## config.mk

```make
export PLATFORM = sky130hd
export DESIGN_NAME = arb_8ch_sched
export DESIGN_NICKNAME = d
export VERILOG_FILES = /design/src/rtl/arb_8ch_sched.sv
export SDC_FILE = /design/constraint.sdc
export NUM_CORES = 1
export LEC_CHECK = 0
export BUFFER_PORTS_ARGS = -buffer_cell sky130_fd_sc_hd__buf_2
export CAP_MARGIN = 20
export CORE_AREA = 5 5 51 53
export DETAILED_ROUTE_END_ITERATION = 12
export DIE_AREA = 0 0 56 58
export PLACE_DENSITY = 0.85
export SYNTH_ARGS = -nofsm -noshare
export SYNTH_HDL_FRONTEND = slang
export SYNTH_SLANG_ARGS = --single-unit
export TNS_END_PERCENT = 1
```

## constraint.sdc

```tcl
create_clock -name clk -period 2 [get_ports clk]
set_clock_uncertainty 0.05 [all_clocks]
set_input_delay 0.1 -clock clk [delete_from_list [all_inputs] [get_ports clk]]
set_output_delay 0.1 -clock clk [all_outputs]
set_load 0.05 [all_outputs]
```

## src/rtl/arb_8ch_sched.sv

```systemverilog
// 8-channel arbiter with registered, held grant and a per-tenure hold limit.
// Define ARB_RR_EN to switch from fixed priority (7 highest) to round-robin.
module arb_8ch_sched #(
    parameter int MAX_HOLD = 16,
    parameter int HOLD_W   = 5
) (
    input  logic       clk,
    input  logic       rst_n,
    input  logic       en,
    input  logic [7:0] req,
    output logic [7:0] gnt,
    output logic [2:0] gnt_idx,
    output logic       gnt_vld,
    output logic       idle,
    output logic       timeout
);

    typedef enum logic {
        S_IDLE  = 1'b0,
        S_GRANT = 1'b1
    } state_t;

    localparam bit HOLD_LIMITED = (MAX_HOLD != 0);
    localparam logic [HOLD_W-1:0] HOLD_LAST = HOLD_LIMITED ? HOLD_W'(MAX_HOLD - 1) : '0;

    state_t            state_q, state_d;
    logic [7:0]        gnt_q, gnt_d;
    logic [2:0]        gnt_idx_q, gnt_idx_d;
    logic              gnt_vld_q, gnt_vld_d;
    logic              timeout_q, timeout_d;
    logic [HOLD_W-1:0] hold_cnt_q, hold_cnt_d;
    logic [2:0]        last_idx_q, last_idx_d;
    logic [2:0]        win_idx;

    // Winner selection; only consulted in IDLE when en & |req.
`ifdef ARB_RR_EN
    // Walk from last_idx (lowest priority) upward so the closest channel below
    // last_idx, wrapping mod 8, is assigned last and therefore wins.
    always_comb begin
        win_idx = '0;
        for (int k = 8; k >= 1; k--) begin
            if (req[last_idx_q - 3'(k)]) begin
                win_idx = last_idx_q - 3'(k);
            end
        end
    end
`else
    always_comb begin
        win_idx = '0;
        for (int i = 0; i < 8; i++) begin
            if (req[i]) begin
                win_idx = 3'(i);
            end
        end
    end
`endif

    always_comb begin
        state_d    = state_q;
        gnt_d      = gnt_q;
        gnt_idx_d  = gnt_idx_q;
        gnt_vld_d  = gnt_vld_q;
        hold_cnt_d = hold_cnt_q;
        last_idx_d = last_idx_q;
        timeout_d  = 1'b0;

        case (state_q)
            S_IDLE: begin
                if (en && (|req)) begin
                    state_d          = S_GRANT;
                    gnt_d            = '0;
                    gnt_d[win_idx]   = 1'b1;
                    gnt_idx_d        = win_idx;
                    gnt_vld_d        = 1'b1;
                    hold_cnt_d       = '0;
                    last_idx_d       = win_idx;
                end
            end
            S_GRANT: begin
                // en drop and release both end the tenure silently and take
                // precedence over a coincident hold-limit hit.
                if (!en || !req[gnt_idx_q]) begin
                    state_d    = S_IDLE;
                    gnt_d      = '0;
                    gnt_idx_d  = '0;
                    gnt_vld_d  = 1'b0;
                    hold_cnt_d = '0;
                end else if (HOLD_LIMITED && (hold_cnt_q == HOLD_LAST)) begin
                    state_d    = S_IDLE;
                    gnt_d      = '0;
                    gnt_idx_d  = '0;
                    gnt_vld_d  = 1'b0;
                    hold_cnt_d = '0;
                    timeout_d  = 1'b1;
                end else begin
                    hold_cnt_d = hold_cnt_q + HOLD_W'(1);
                end
            end
            default: begin
                state_d    = S_IDLE;
                gnt_d      = '0;
                gnt_idx_d  = '0;
                gnt_vld_d  = 1'b0;
                hold_cnt_d = '0;
            end
        endcase
    end

    always_ff @(posedge clk or negedge rst_n) begin
        if (!rst_n) begin
            state_q    <= S_IDLE;
            gnt_q      <= '0;
            gnt_idx_q  <= '0;
            gnt_vld_q  <= 1'b0;
            timeout_q  <= 1'b0;
            hold_cnt_q <= '0;
            last_idx_q <= '0;
        end else begin
            state_q    <= state_d;
            gnt_q      <= gnt_d;
            gnt_idx_q  <= gnt_idx_d;
            gnt_vld_q  <= gnt_vld_d;
            timeout_q  <= timeout_d;
            hold_cnt_q <= hold_cnt_d;
            last_idx_q <= last_idx_d;
        end
    end

    assign gnt     = gnt_q;
    assign gnt_idx = gnt_idx_q;
    assign gnt_vld = gnt_vld_q;
    assign timeout = timeout_q;
    assign idle    = en & ~(|req);

`ifndef SYNTHESIS
    a_gnt_onehot0 : assert property (@(posedge clk) disable iff (!rst_n) $onehot0(gnt_q));
    a_vld_matches : assert property (@(posedge clk) disable iff (!rst_n) gnt_vld_q == (|gnt_q));
    a_idx_zero    : assert property (@(posedge clk) disable iff (!rst_n) !gnt_vld_q |-> gnt_idx_q == 3'd0);
    a_idx_is_last : assert property (@(posedge clk) disable iff (!rst_n) gnt_vld_q |-> gnt_idx_q == last_idx_q);
    a_idx_decodes : assert property (@(posedge clk) disable iff (!rst_n) gnt_vld_q |-> gnt_q[gnt_idx_q]);
`endif

endmodule

```

### After elaboration in Yosys (flattened, before gate mapping)

Index checks and enable logic that the tools add are counted.
Widths: inputs -> output; s select.

* shifts and indexed selects: 0
* reduce and logical (&&, ||, !) cells: 7
* bitwise operators: 3
* add/subtract/negate cells: 1
* muxes and demuxes: 34
* magnitude comparators: 3
* div/mod/pow operators: 0
* eq/ne operators: 3
* multiply operators: 0

Operators by type and width (number)
* $mux 3: 8
* $mux 8: 3
* $pmux 8 s2: 1
* $mux 5: 3
* $mux 1: 12
* $pmux 5 s2: 1
* $lt 3x4->1 const B: 2
* $reduce_or 8->1: 1
* $pmux 3 s2: 1
* $add 5x1->5 const B: 1
* $eq 5x4->1 const B: 1
* $pmux 1 s2: 2
* $bmux 1 s3: 1
* $demux 1 s3: 1
* $ge 3x1->1 const B: 1
* $ne 3x1->1 const B: 1
* $logic_and 1x1->1: 2
* $logic_not 1->1: 2
* $mux 2: 1
* $ne 2x2->1 const B: 1
* $not 1->1: 2
* $reduce_and 2->1: 1
* $and 1x1->1: 1
* $logic_or 1x1->1: 1

* bits in latches: 0
* memories: 0
* output and inout port bits: 14
* input port bits: 11
* ROM bits: 0
* memory bits (writable): 0
* bits in registers: 19

### Logic depth before layout (Yosys ltp)

* depth after elaboration: 13
* depth in mapped cells: 7
* gate-level depth less buffers: 5

### Least setup slack after synthesis

No wires, ideal clock.

* path type: flip-flop to flip-flop
* from: register gnt_idx_q[1] (netlist: gnt_idx[1])
* to: register gnt_q[4] (netlist: gnt[4])
* path buffers: 1
* cell stages (with the launch flop): 7
* setup time: 121 ps
* period minus slack after synthesis: 2037 ps
* path slack: -37 ps
* data required time: 1829 ps
* data arrival time: 1866 ps
* path through: dfrtp_1 buf_6 mux2_4 or3_4 nand4_4 o21bai_4 a22o_1

* longest elaborated chain between the ends: 6
* elaborated cells on any way between the ends: 8
* classes of those cells: eq/ne (1); mux (4); reduce/logical (3)

RTL lines
* from (decl): line 28 `logic [2:0] gnt_idx_q, gnt_idx_d;`
* from (signal assigned): line 121 `gnt_idx_q <= gnt_idx_d;`
* $bmux 1 s3 *: line 82 `if (!en || !req[gnt_idx_q]) begin`
* $mux 1 (implied by the code) *: line 82
* $logic_not 1->1 *: line 82
* $logic_or 1x1->1 *: line 82
* $mux 8 or $ne 3x1->1 (tied branches)
* $pmux 8 s2 or $reduce_and 2->1 (tied branches)
* to (signal assigned): line 120 `gnt_q <= gnt_d;`
* to (decl): line 27 `logic [7:0] gnt_q, gnt_d;`

Every way passes the cells marked *; elsewhere a longest branch is shown, timed or not. The select of a mux whose other input is x is not followed.
A chain may end at the register's enable or synchronous reset.

### Final worst setup path

* from: register gnt_idx_q[1] (netlist: gnt_idx[1])
* to: register gnt_idx_q[0] (netlist: gnt_idx[0])

* longest elaborated chain between the ends: 6
* elaborated cells on any way between the ends: 8
* classes of those cells: eq/ne (1); mux (4); reduce/logical (3)

RTL lines (line)
* $bmux 1 s3 *: 82
* $mux 1 (implied by the code) *: 82
* $logic_not 1->1 *: 82
* $logic_or 1x1->1 *: 82
* $mux 3 or $ne 3x1->1 (tied branches)
* $pmux 3 s2 or $reduce_and 2->1 (tied branches)

Marks and branches as above.

==> impl_metrics.py <==
metrics = {
    "critical_path": {
        "cp_data_required_time_ns": 2.09,
        "worst_ep_arrival_time_ns": 1.86,
        "setup.worst_path.end_class": "flop",
        "r2r-end": "gnt_idx[0]",
        "depth_of_the_most_critical_reg_to_reg_path": 5,
        "cp_cell_sequence": "mux2_4 > or3_4 > nor2b_1 > a31oi_1 > o22ai_1",
        "critical_path_peak_fanout": 6,
        "regToRegSetupSlack_ns": 0.23,
        "critical_path.slowest_cell": "sky130_fd_sc_hd__dfrtp_2",
        "critPathLaunchType": "flop",
        "criticalPathCategory": "flop to flop",
        "crit_start": "gnt_idx[1]",
        "r2r_start": "gnt_idx[1]",
        "critical_path.max_stage_delay_ns": 0.47,
        "crit_path_end": "gnt_idx[0]",
    },
    "cts": {
        "cts.path.max_buffers": 2,
        "cts.sinks": 19,
        "cts_post_setup_buffers_inserted": 0,
        "cts_tree": "built",
        "post_cts_resized": 0,
        "cts.hold.buffers_added": 1,
        "clk_latency_ns": 0.29,
        "clkSlewWorstSetupHoldPaths_ns": 0.11,
        "cts.htree.levels": 1,
        "cts-buffers-inserted": 3,
        "clockRootBuffer": "sky130_fd_sc_hd__clkbuf_4",
    },
    "logic_synthesis": {
        "number_of_enable_flip_flop_cells_after_synthesis": 0,
        "post-synth-top-area-cell": "sky130_fd_sc_hd__dfrtp_1",
        "avgSynthCellArea_um2": 10.1,
        "mappedNetlistNets": 114,
        "yosys-top-cells-area": "sky130_fd_sc_hd__dfrtp_1 46%, sky130_fd_sc_hd__o2bb2ai_1 4.3%, sky130_fd_sc_hd__nand2_1 3.6%",
        "dominant_register_cell_in_the_synthesized_netlist": "sky130_fd_sc_hd__dfrtp_1",
        "synth_async_sr_flop_share_pct": 100,
        "yosys.cell_types.count": 34,
        "synth_sequential_area_ratio_pct": 46.2,
        "netlist_instances": 102,
        "ys_seq_elements": 19,
        "post-synth-top-area-fraction_pct": 46.2,
        "synthesis.yosys.warnings": 0,
        "syn-cell-area_um2": 1030,
    },
    "placed_design": {
        "port_buffers": 24,
        "detailed_place_hpwl_mm": 1.68,
        "gp_congestion": 0.808,
    },
    "cells_and_area": {
        "proportion_of_layout_cells_with_a_drive_suffix_above_1_pct": 29.7,
        "n_antenna_cell": 0,
        "fin_util_pct": 57.2,
        "synthToLayoutAreaGrowth_pct": 16.9,
        "num-nets-final": 141,
        "n_fill_cell": 193,
    },
    "routing": {
        "detail_route.iter0.violations": 12,
        "vias_per_cell": 5.63,
        "number_of_optimization_iterations_in_the_first_detailed_route_pass": 4,
        "drt-wirelength-per-cell_um": 14.2,
        "via_total_after_detailed_routing": 878,
        "ant_nets": 0,
        "detail_route.drc_violations": 0,
        "finalWirelength_mm": 2.21,
    },
    "grt": {
        "number_of_antenna_violations_at_the_first_check_in_global_routing": 0,
        "grt_resource_usage_total_pct": 14.6,
        "global_route.usage.met1_pct": 18.3,
        "top_usage_layer": "met2",
        "met2_usage_pct": 26.2,
        "grt_start_max_net_pins": 20,
        "grt_first_pass_wirelength_mm": 3.82,
        "grt-ovfl-total": 0,
        "via_count_of_the_first_global_routing_pass": 900,
        "gr-usage-met3_pct": 2.67,
    },
    "floorplan": {
        "dieWidth_um": 56,
        "io-pin-count": 25,
        "effective_utilization_at_floorplan_pct": 48.9,
        "core_area_um2": 2110,
        "design.die.area_um2": 3250,
        "chipHeight_um": 58,
        "rows": 17,
    },
    "timing": {
        "totalNegativeSetupSlack_ns": 0,
        "slew-limit-headroom_pct": 54.7,
        "unrepaired_setup_endpoints_after_global_routing": "no",
        "setup_viol": 0,
        "hold_slack_ns": 0.113,
        "final-hold-violation-count": 0,
        "worstMarginPinSlew_ns": 0.674,
        "period_minus_slack_ns": 1.77,
        "fmax_mhz": 567,
        "finalCritPeriodShare_pct": 88.3,
        "timing_max_transition_violations_final": 0,
    },
    "outcome": {
        "outcome": "complete, no violations",
    },
    "power": {
        "p_leak_nw": 0.592,
        "vdd.ir_drop.worst_mv": 0.538,
        "power-per-cell-area_nw_per_um2": 943,
    },
    "min_path": {
        "min_path_type": "primary input to flop",
    },
    "job": {
        "cap_viol_max_count": 0,
    },
}
[metrics by stage]
step	std cells	power (W)	area (um2)	worst slack, ns
after floorplan	102	0.000850	1030	0.102
final	156	0.00114	1200	0.235
after global routing	156	0.00121	1200	0.192
after global placement	151	0.000939	1170	0.285
after CTS	156	0.00115	1200	0.236
after detailed placement	151	0.000950	1170	0.258
[flip-flops by register name, indices dropped and copies added (netlist names)]
register    cells
state_q         1
timeout         1
hold_cnt_q      5
gnt_idx         3
gnt             8
gnt_vld         1
[synth_stat cells (2+ instances only)]
library cell and n:
sky130_fd_sc_hd__nor4_1 6, sky130_fd_sc_hd__nor2_1 7, sky130_fd_sc_hd__nand3_1 5, sky130_fd_sc_hd__inv_1 4, sky130_fd_sc_hd__a22o_1 2, sky130_fd_sc_hd__mux2i_1 3, sky130_fd_sc_hd__a31oi_1 3, sky130_fd_sc_hd__nor3_1 3
sky130_fd_sc_hd__o21ai_0 3, sky130_fd_sc_hd__o2bb2ai_1 5, sky130_fd_sc_hd__nand2b_1 4, sky130_fd_sc_hd__dfrtp_1 19, sky130_fd_sc_hd__a21oi_1 3, sky130_fd_sc_hd__nand2_1 10, sky130_fd_sc_hd__nor4_2 2, sky130_fd_sc_hd__nor2b_1 2
sky130_fd_sc_hd__a21o_1 4
[placed cells by master, fill, tap and decap left out, drive strengths merged, types with 3 or more instances in the layout]
cell type and count:
dfrtp 19, nor3 3, nand2b 4, nand2 10
a31oi 3, clkbuf 3, o21ai 3, mux2i 3
a21oi 4, inv 4, nor4 8, a21o 4
nor2 7, nand3 5, buf 25, o2bb2ai 5
[logic make-up (layout without fill, tap and decap cells)]
group           count (synthesis)  count (layout)  synth area share, %
compound gates                 26              26                 19.2
fa+ha+maj                       1               1                 1.21
buf+inv                         8              34                 4.13
flops                          19              19                 46.2
mux                             4               4                 4.37
simple gates                   44              44                 24.9
[power breakdown]
part / internal (W) / leakage [nW] / total (W) / switching [W]
logic: 0.000138 / 0.321 / 0.000442 / 0.000304
clock network: 0.0000742 / 0.0177 / 0.000193 / 0.000118
registers: 0.000438 / 0.254 / 0.000501 / 0.0000627
total: 0.000650 / 0.592 / 0.00114 / 0.000486
[area by class of cell]
type                       instances  area [um2]  area share (%)
timing repair buffer              26         138            11.4
clock buffer                       3        22.5            1.87
sequential                        19         477            39.6
clock inverter                     1        5.00           0.416
inverter                           4        15.0            1.25
multi-input combinational         75         512            42.5
tap                               28        35.0            2.91
[worst min path at each step]
stage	startpoint	end	slack (ns)	depth (start not counted)
after floorplan	rst_n	gnt[0]	-0.25	0
after global placement	rst_n	gnt[6]	0.008	1
after detailed placement	rst_n	gnt[6]	0.02	1
after CTS	req[6]	gnt[6]	0.1	3
after global routing	req[6]	gnt[6]	0.11	3
final	req[2]	gnt[0]	0.11	4
[critical path: cells and delay by family, from the launching register on]
family             cells  cell delay [ns]
AOI/OAI and AO/OA      2             0.27
DFF                    1             0.47
and+or+nand+nor        2             0.51
muxes                  1             0.31
[layer usage]
metal	vias up	wire length [um]	share of wire (%)
met3	2	101	4.6
met4	0	17	0.77
met5	-	0	0
met2	21	1120	51
met1	428	976	44
li1	427	-	-
(Power assumes the default switching activity.)
